<file path="src/rtl/led_scan_decoder.sv">
// led_scan_decoder: passive monitor that decodes a scanned 8-digit 7-segment bus into whole frames.
// Optional LED_SCAN_DP_EN: register led_dp, include it in the stability check and report it in dp_mask.
module led_scan_decoder #(
    parameter int SETTLE = 2,
    parameter int TIMEOUT = 64
) (
    input  logic        clk,
    input  logic        rst,
    input  logic [7:0]  led_en,
    input  logic        led_ca,
    input  logic        led_cb,
    input  logic        led_cc,
    input  logic        led_cd,
    input  logic        led_ce,
    input  logic        led_cf,
    input  logic        led_cg,
    input  logic        led_dp,
    output logic [31:0] digits,
    output logic        frame_valid,
    output logic        frame_err,
    output logic [7:0]  dp_mask
);
    localparam int SW = $clog2(SETTLE + 1);
    localparam int TW = $clog2(TIMEOUT + 1);
    localparam logic [0:0] COLLECT = 1'b0;
    localparam logic [0:0] EMIT = 1'b1;

    logic [15:0] raw, in_q, in_qq;
    logic [SW-1:0] st_cnt;
    logic [TW-1:0] to_cnt;
    logic [7:0] mask, mask_n, en_l;
    logic [31:0] pend;
    logic [0:0] state;
    logic [2:0] slot;
    logic [3:0] code;
    logic pend_err, fire, one_hot, cap, cap_err, emit, timeout;

`ifdef LED_SCAN_DP_EN
    logic [7:0] pend_dp;
    assign raw = {led_en, led_dp, led_cg, led_cf, led_ce, led_cd, led_cc, led_cb, led_ca};
`else
    // dp is forced to its unlit level so it never disturbs the stability check
    assign raw = {led_en, led_dp | 1'b1, led_cg, led_cf, led_ce, led_cd, led_cc, led_cb, led_ca};
`endif

    // the bus must still hold on the capture edge, so a dwell shorter than SETTLE+2 is rejected
    assign fire = (in_q == in_qq) && (st_cnt == SW'(SETTLE - 1)) && (raw == in_q);
    assign en_l = ~in_q[15:8];
    assign one_hot = (en_l != 8'h00) && ((en_l & (en_l - 8'd1)) == 8'h00);
    assign cap = fire && one_hot;
    assign cap_err = fire && (one_hot ? (code == 4'hE) : (en_l != 8'h00));
    assign emit = (state == EMIT);
    assign timeout = !cap && (to_cnt == TW'(TIMEOUT)) && (mask != 8'h00);
    assign mask_n = ((emit || timeout) ? 8'h00 : mask) | (cap ? (8'h01 << slot) : 8'h00);

    always_comb begin
        slot = 3'd0;
        for (int i = 0; i < 8; i++) if (en_l[i]) slot = 3'(i);
    end

    always_comb begin
        case (in_q[6:0])
            7'b1000000: code = 4'h0;
            7'b1111001: code = 4'h1;
            7'b0100100: code = 4'h2;
            7'b0110000: code = 4'h3;
            7'b0011001: code = 4'h4;
            7'b0010010: code = 4'h5;
            7'b0000010: code = 4'h6;
            7'b1111000: code = 4'h7;
            7'b0000000: code = 4'h8;
            7'b0011000: code = 4'h9;
            7'b1111111: code = 4'hF;
            default:    code = 4'hE;
        endcase
    end

    always_ff @(posedge clk) begin
        if (rst) begin
            in_q <= '1;
            in_qq <= '1;
            st_cnt <= '0;
            to_cnt <= '0;
            mask <= '0;
            pend <= '1;
            pend_err <= 1'b0;
            state <= COLLECT;
            digits <= '1;
            frame_valid <= 1'b0;
            frame_err <= 1'b0;
        end else begin
            in_q <= raw;
            in_qq <= in_q;
            st_cnt <= (in_q != in_qq) ? '0 : (st_cnt == SW'(SETTLE)) ? st_cnt : st_cnt + SW'(1);
            to_cnt <= cap ? '0 : (to_cnt == TW'(TIMEOUT)) ? to_cnt : to_cnt + TW'(1);
            mask <= mask_n;
            pend_err <= ((emit || timeout) ? 1'b0 : pend_err) | cap_err;
            state <= (mask_n == 8'hFF) ? EMIT : COLLECT;
            frame_valid <= emit;
            if (cap) pend[{slot, 2'b00} +: 4] <= code;
            if (emit) begin
                digits <= pend;
                frame_err <= pend_err;
            end
        end
    end

`ifdef LED_SCAN_DP_EN
    always_ff @(posedge clk) begin
        if (rst) begin
            pend_dp <= '0;
            dp_mask <= '0;
        end else begin
            if (cap) pend_dp[slot] <= ~in_q[7];
            if (emit) dp_mask <= pend_dp;
        end
    end
`else
    assign dp_mask = 8'h00;
`endif
endmodule

</file>
<file path="config.mk">
export PLATFORM = sky130hd
export DESIGN_NAME = led_scan_decoder
export DESIGN_NICKNAME = d
export VERILOG_FILES = /design/src/rtl/led_scan_decoder.sv
export SDC_FILE = /design/constraint.sdc
export NUM_CORES = 1
export LEC_CHECK = 0
export ABC_AREA = 1
export CAP_MARGIN = 40
export CELL_PAD_IN_SITES_DETAIL_PLACEMENT = 1
export CELL_PAD_IN_SITES_GLOBAL_PLACEMENT = 1
export CORE_MARGIN = 2
export CORE_UTILIZATION = 41
export DETAILED_ROUTE_END_ITERATION = 16
export PLACE_DENSITY = 0.77
export SETUP_SLACK_MARGIN = 0.05
export SYNTH_ARGS = -nofsm -noshare
export SYNTH_HDL_FRONTEND = slang
export SYNTH_SLANG_ARGS = --single-unit
</file>
<file path="constraint.sdc">
create_clock -name clk -period 2.7 [get_ports clk]
set_input_delay 0.675 -clock clk [delete_from_list [all_inputs] [get_ports clk]]
set_output_delay 0.675 -clock clk [all_outputs]
set_load 0.05 [all_outputs]
</file>
## After elaboration in Yosys (flattened, before gate mapping)

Index checks and enable logic that the tools add are counted.

- Register bits after elaboration: 117
- Bits in latches: 0
- RAM bits: 0
- Memory bits (read-only): 0
- Output and inout bits: 42
- Word-level logic and storage cells: 70
- Memories: 0

- Add/subtract/negate cells: 4
- Multipliers: 0
- Div/mod/pow operators: 0
- $lt $le $gt $ge: 0
- Equality and inequality tests: 18
- Shift operators: 3
- Mux-type cells: 14
- Bitwise logic cells: 4
- Reduce and logical (&&, ||, !) cells: 15

Operators with widths:

| operator | number |
|---|---|
| one-hot mux 4 bit (11 select lines) | 1 |
| equality test 7 bit, second input constant | 5 |
| bitwise mux 32 bit | 1 |
| equality test 16 bit | 2 |
| variable shift 4 x 7 -> 32 bit, first input constant | 1 |
| indexed part select 4 x 7 -> 32 bit | 1 |
| equality test 7 x 5 -> 1 bit, second input constant | 3 |
| two-way mux 8 bit | 2 |
| inequality test 16 bit | 1 |
| nonzero test 8 bit | 2 |
| equality test 7 x 6 -> 1 bit, second input constant | 2 |
| two-way mux 3 bit | 4 |
| bitwise AND 8 bit | 1 |
| equality test 8 bit, second input constant | 1 |
| logical NOT 8 bit | 1 |
| NOT 8 bit | 1 |
| OR 8 bit | 1 |
| left shift 1 x 3 -> 8 bit, first input constant | 1 |
| subtractor 8 x 1 -> 8 bit, second input constant | 1 |
| adder 7 x 1 -> 7 bit, second input constant | 1 |
| equality test 7 x 2 -> 1 bit, second input constant | 1 |
| logical AND 1 bit | 7 |
| logical NOT 7 bit | 1 |
| negation 5 -> 7 bit | 1 |
| other kinds (10) | 15 |

## Longest topological paths before layout

- Depth after elaboration: 14
- Gate-level depth with buffers: 16

## Least setup slack after synthesis

OpenSTA, ideal clock, no wires.

- Kind: flip-flop to flip-flop
- Start: reg in_q[10]
- End: reg pend[0]
- Setup time: 140 ps
- Arrival time: 2002 ps
- Setup slack: 558 ps
- Cell stages (with the launch flop): 11
- Buffers on the path: 0
- Clock period less this slack: 2142 ps
- Path through: dfxtp_1 a21oi_1 o21bai_1 o21ai_2 ha_1 ha_1 inv_1 nor3_1 nand3b_2 nand2_1 o211ai_1

- Cells in the longest elaborated chain, start to end: 10

Ends and longest elaborated chain:

| what | line | source |
|---|---|---|
| from (decl) | 28 | `logic [15:0] raw, in_q, in_qq;` |
| from (signal assigned) | 92 | `in_q <= raw;` |
| NOT 8 bit | 48 | `assign en_l = ~in_q[15:8];` |
| two-way mux 2 bit (2 in a row) | 58 | `for (int i = 0; i < 8; i++) if (en_l[i]) slot = 3'(i);` |
| two-way mux 3 bit (4 in a row) | 58 |  |
| negation 5 -> 7 bit | 100 | `if (cap) pend[{slot, 2'b00} +: 4] <= code;` |
| indexed part select 4 x 7 -> 32 bit or variable shift 4 x 7 -> 32 bit (tied branches) | 100 |  |
| bitwise mux 32 bit | 100 |  |
| to (signal, indexed assignment) | 100 |  |
| to (decl) | 32 | `logic [31:0] pend;` |

Several ways; a longest one is shown, not always the timed one.
A chain may end at the register's enable or synchronous reset.

## Worst setup path after layout

- Start: reg in_q[15]
- End: reg pend[17]

- Cells in the longest elaborated chain, start to end: 6

Ends and longest elaborated chain:

| what | line | source |
|---|---|---|
| NOT 8 bit | 48 |  |
| subtractor 8 x 1 -> 8 bit | 49 | `assign one_hot = (en_l != 8'h00) && ((en_l & (en_l - 8'd1)) == 8'h00);` |
| bitwise AND 8 bit | 49 |  |
| logical NOT 8 bit | 49 |  |
| logical AND 1 bit | 49 |  |
| logical AND 1 bit | 50 | `assign cap = fire && one_hot;` |

Several ways; a longest one is shown, not always the timed one.

==> qor_table.md <==
| Step | Quantity | Value |
|---|---|---|
| clock network | Count of hold-fix buffers inserted at cts | 0 |
| pwr | Total power after layout | 4.43 mW |
| clock network | Buffers from clock root to sink, at most | 2 |
| sta | Setup ws final | 0.207 ns |
| global route | Grt met2 use | 40.9% |
| routing | Total vias in the final route | 4937 |
| logic synthesis | Cell type with the largest total area after synthesis | sky130_fd_sc_hd__dfxtp_1 |
| clock network | Count of H-tree levels built during CTS | 4 |
| logic synthesis | Top_reg_cell synth | sky130_fd_sc_hd__dfxtp_1 |
| worst setup path | CP arrival | 2.83 ns |
| finish | Nets | 828 |
| sta | Transition at the pin with the smallest max-transition slack | 0.505 ns |
| routing | Remaining antenna violation count after routing | 0 |
| clock network | Postcts setup bufs | 0 |
| die | Number of ports placed on the die boundary | 60 |
| worst setup path | Number of cells on the worst reg-to-reg path | 10 |
| die | Die width | 117 µm |
| die | Core box area | 0.0125 mm² |
| worst setup path | Required time at the endpoint of the critical path | 3.03 ns |
| finish | Inserted Diodes | 0 |
| worst setup path | CP startpoint kind | register |
| sta | Number of max-slew violations in the final report | 0 |
| sta | Final-layout worst hold slack | 0.455 ns |
| worst setup path | Type of the worst setup path | reg2reg |
| logic synthesis | Part of the Yosys area used for sequential elements | 44.3% |
| finish | Number of cells in the finished layout apart from fillers | 984 |
| sta | Fin crit share | 92.3% |
| global route | Largest net degree at the start of global routing | 46 |
| clock network | Clk sinks | 115 |
| sta | Final setup TNS | 0 ns |
| logic synthesis | Number of flops mapped to enable cells by yosys | 0 |
| die | Initial core utilization | 41.6% |
| sta | Final Hold Vio Count | 0 |
| worst setup path | Largest fanout on the critical path | 8 |
| finish | Fill cell count | 1581 |
| global route | Via count of the first global-routing pass | 5091 |
| job | Max cap viols | 0 |
| sta | Maximum clock skew at final layout | 0.0108 ns |
| placed design | Cells after DPL | 953 |
| routing | Avg Vias per Cell | 5.02 |
| worst setup path | Crit-path cells | nand2_1 > o21bai_1 > o21ai_2 > ha_1 > ha_1 > inv_2 > nand2_1 > nor2_1 > nand4_1 > o211ai_1 |
| clock network | Clock transition at path regs | 0.05 ns |
| worst setup path | Setup slack of the most critical reg-to-reg path | 0.21 ns |
| pwr | Worst VDD drop | 0.000313 V |
| sta | Shortest clock period the worst path allows after layout | 2.49 ns |
| logic synthesis | Post-Syn Area | 0.00520 mm² |
| routing | Final routed DRC violation total | 0 |
| routing | 1st-pass router iterations | 4 |
| pwr | Total power density per cell area | 656 mW/mm² |
| pwr | Internal power summed over all cells | 3.36 mW |
| global route | Leftover overflow at the end of global routing | 0 |
| worst setup path | Worst path max stage delay | 0.51 ns |
| sta | Peak clock frequency supported by timing | 401 MHz |
| pwr | Power share of the combinational group | 9.2% |
| global route | GRT busiest layer | met2 |
| clock network | Clock insertion delay at the later pin of the skew report | 0.42 ns |
| routing | Violation count after the first detailed-routing iteration | 175 |
| global route | Global-route wire length before repair | 23.9 mm |
| logic synthesis | Synth top area share | 44.3% |
| finish | Final cell area excluding filler cells | 0.00675 mm² |
| routing | Average wire per standard cell | 14.5 µm |
| worst setup path | Bufs and invs on worst path | 1 |
| placed design | Worst slack, placed | -0.221 ns |
| die | Die ar. | 0.0136 mm² |
| routing | Total Routed Length | 14.2 mm |
| clock network | CTS tree | built |
| finish | Layout Area Growth over Synthesis | 29.7% |
| logic synthesis | Synthesis-stage register bit count | 115 |
| status | Run status | finished, final reports clean |
| logic synthesis | Mean cell area of the mapped netlist | 7.34 µm² |
| finish | Final Core Density | 53.9% |
| global route | Overall Global Routing Usage | 22.7% |
| placed design | Input/output buffers | 50 |
| sta | Setup repair after global routing missed its margin | yes |
| hold path | Worst hold path type | reg2reg |
| placed design | Dpl hpwl | 10.5 mm |
| worst setup path | Critical Path Sink Type | register |
| pwr | Sequential share of power | 39.6% |
| sta | Slew HR | 65.9% |
| worst setup path | Slowest stage cell, crit path | sky130_fd_sc_hd__dfxtp_1 |
| pwr | P_leak | 3.30 nW |
| worst setup path | Gate family responsible for the most delay along the worst path | compound AO/OA/AOI/OAI gates |
| logic synthesis | Cell types with the highest counts after synthesis | sky130_fd_sc_hd__nand2_1 (238), sky130_fd_sc_hd__dfxtp_1 (115), sky130_fd_sc_hd__nand3_1 (72), sky130_fd_sc_hd__inv_1 (62), sky130_fd_sc_hd__nor2_1 (48) |
| logic synthesis | Number of warning messages in the yosys log | 0 |
| pwr | Psw | 1.06 mW |
| clock network | Clock root buffer master | sky130_fd_sc_hd__clkbuf_16 |
| die | Height of the die | 117 µm |
| global route | Met3 track utilization from global routing | 5.60% |
| worst setup path | Worst path depth | 10 |
| placed design | Placement Cell Area | 0.00614 mm² |
| global route | GR Layer Usage met1 | 25.2% |
| hold path | Hold path cells | 2 |
| logic synthesis | Leading post-synthesis cells by cell area | sky130_fd_sc_hd__dfxtp_1 (44%), sky130_fd_sc_hd__nand2_1 (17%), sky130_fd_sc_hd__nand3_1 (6.9%) |
| logic synthesis | FFs w/ async S/R, synth | 0% |
| logic synthesis | Post-synthesis cell type count | 42 |
| finish | Share of cells above drive strength 1 | 12.9% |
| pwr | Clock share of power | 51.2% |
| pwr | Sw Ratio | 24.0% |
| global route | Antenna violations before repair | 0 |
| logic synthesis | Most common cell in the netlist | sky130_fd_sc_hd__nand2_1 |
| logic synthesis | Synth Instances | 709 |
| die | Rows | 41 |
| placed design | Final weighted congestion in routability-driven placement | 0.907 |
| sta | Final count of negative-setup-slack endpoints | 0 |
| clock network | TritonCTS buffer count | 17 |
state kept, by name, summed over array words and instances, names as in the netlist:
name	flops
emit	1
pend	32
st_cnt	2
in_q	15
frame_valid	1
in_qq	15
mask	8
to_cnt	7
pend_err	1
digits	32
frame_err	1
power groups by stage:
stage / combinational, mW / clock [mW] / sequential, mW
floorplan: 0.262 / 0 / 1.78
global placement: 0.388 / 0 / 1.78
detailed placement: 0.405 / 0 / 1.79
CTS: 0.411 / 2.29 / 1.75
global route: 0.455 / 2.37 / 1.75
finish: 0.409 / 2.27 / 1.75
timing repair:
item | in CTS | in global routing
resized for setup | 0 | 6
endpoints found under the hold margin | 0 | 0
setup endpoints to repair | 0 | 13
final timing paths:
check / startpoint / to
setup / recovery: in_q[15] / pend[17]
hold / removal: digits[26] / digits[26]
setup reg to reg: in_q[15] / pend[17]
hold reg to reg: digits[26] / digits[26]
final cells by class:
type,count,area [µm²],area share (%)
multi-input combinational,505,2510,37.3
sequential,115,2300,34.2
timing repair buffer,95,863,12.8
clock buffer,22,464,6.88
inverter,66,253,3.75
tap,172,215,3.19
clock inverter,9,130,1.93
placed cells by master (no fill, tap or decap), drive strengths merged, types with 2 or more instances in the layout:
master,synthesis,final
nand2,239,239
dfxtp,115,115
nand3,78,78
inv,65,66
nor2,52,52
clkdlybuf4s50,0,50
buf,11,45
o211ai,26,26
clkbuf,19,22
a21oi,17,17
xnor2,14,14
nor3,13,13
nand4,12,12
ha,10,10
o21ai,10,10
conb,1,8
or2,5,5
nor3b,5,5
clkinv,1,5
nor4,4,4
xor2,3,3
bufinv,0,3
nand3b,2,2
cell families after synthesis:
family	after synthesis	share of synthesized area, %
AOI/OAI and AO/OA	58	7.41
xor gates and xnor gates	17	2.86
adders and majority gates	10	2.41
buffers and inverters	96	7.89
DFF	115	44.3
other	1	0.0721
and+or+nand+nor	412	35.1
per-layer routing:
| metal | routed length, µm | up-vias |
|---|---|---|
| met5 | 0 | - |
| met4 | 439 | 0 |
| met3 | 450 | 38 |
| met2 | 7270 | 93 |
| met1 | 6090 | 2341 |
| li1 | - | 2465 |
worst register-to-register path: stages, from the launching register on:
cell                       delay, ns
sky130_fd_sc_hd__dfxtp_1        0.51
sky130_fd_sc_hd__nand2_1        0.12
sky130_fd_sc_hd__o21bai_1       0.19
sky130_fd_sc_hd__o21ai_2        0.16
sky130_fd_sc_hd__ha_1           0.25
sky130_fd_sc_hd__ha_1           0.31
sky130_fd_sc_hd__inv_2          0.14
sky130_fd_sc_hd__nand2_1        0.07
sky130_fd_sc_hd__nor2_1         0.14
sky130_fd_sc_hd__nand4_1        0.25
sky130_fd_sc_hd__o211ai_1       0.27
Power figures use the tool's default switching activity.
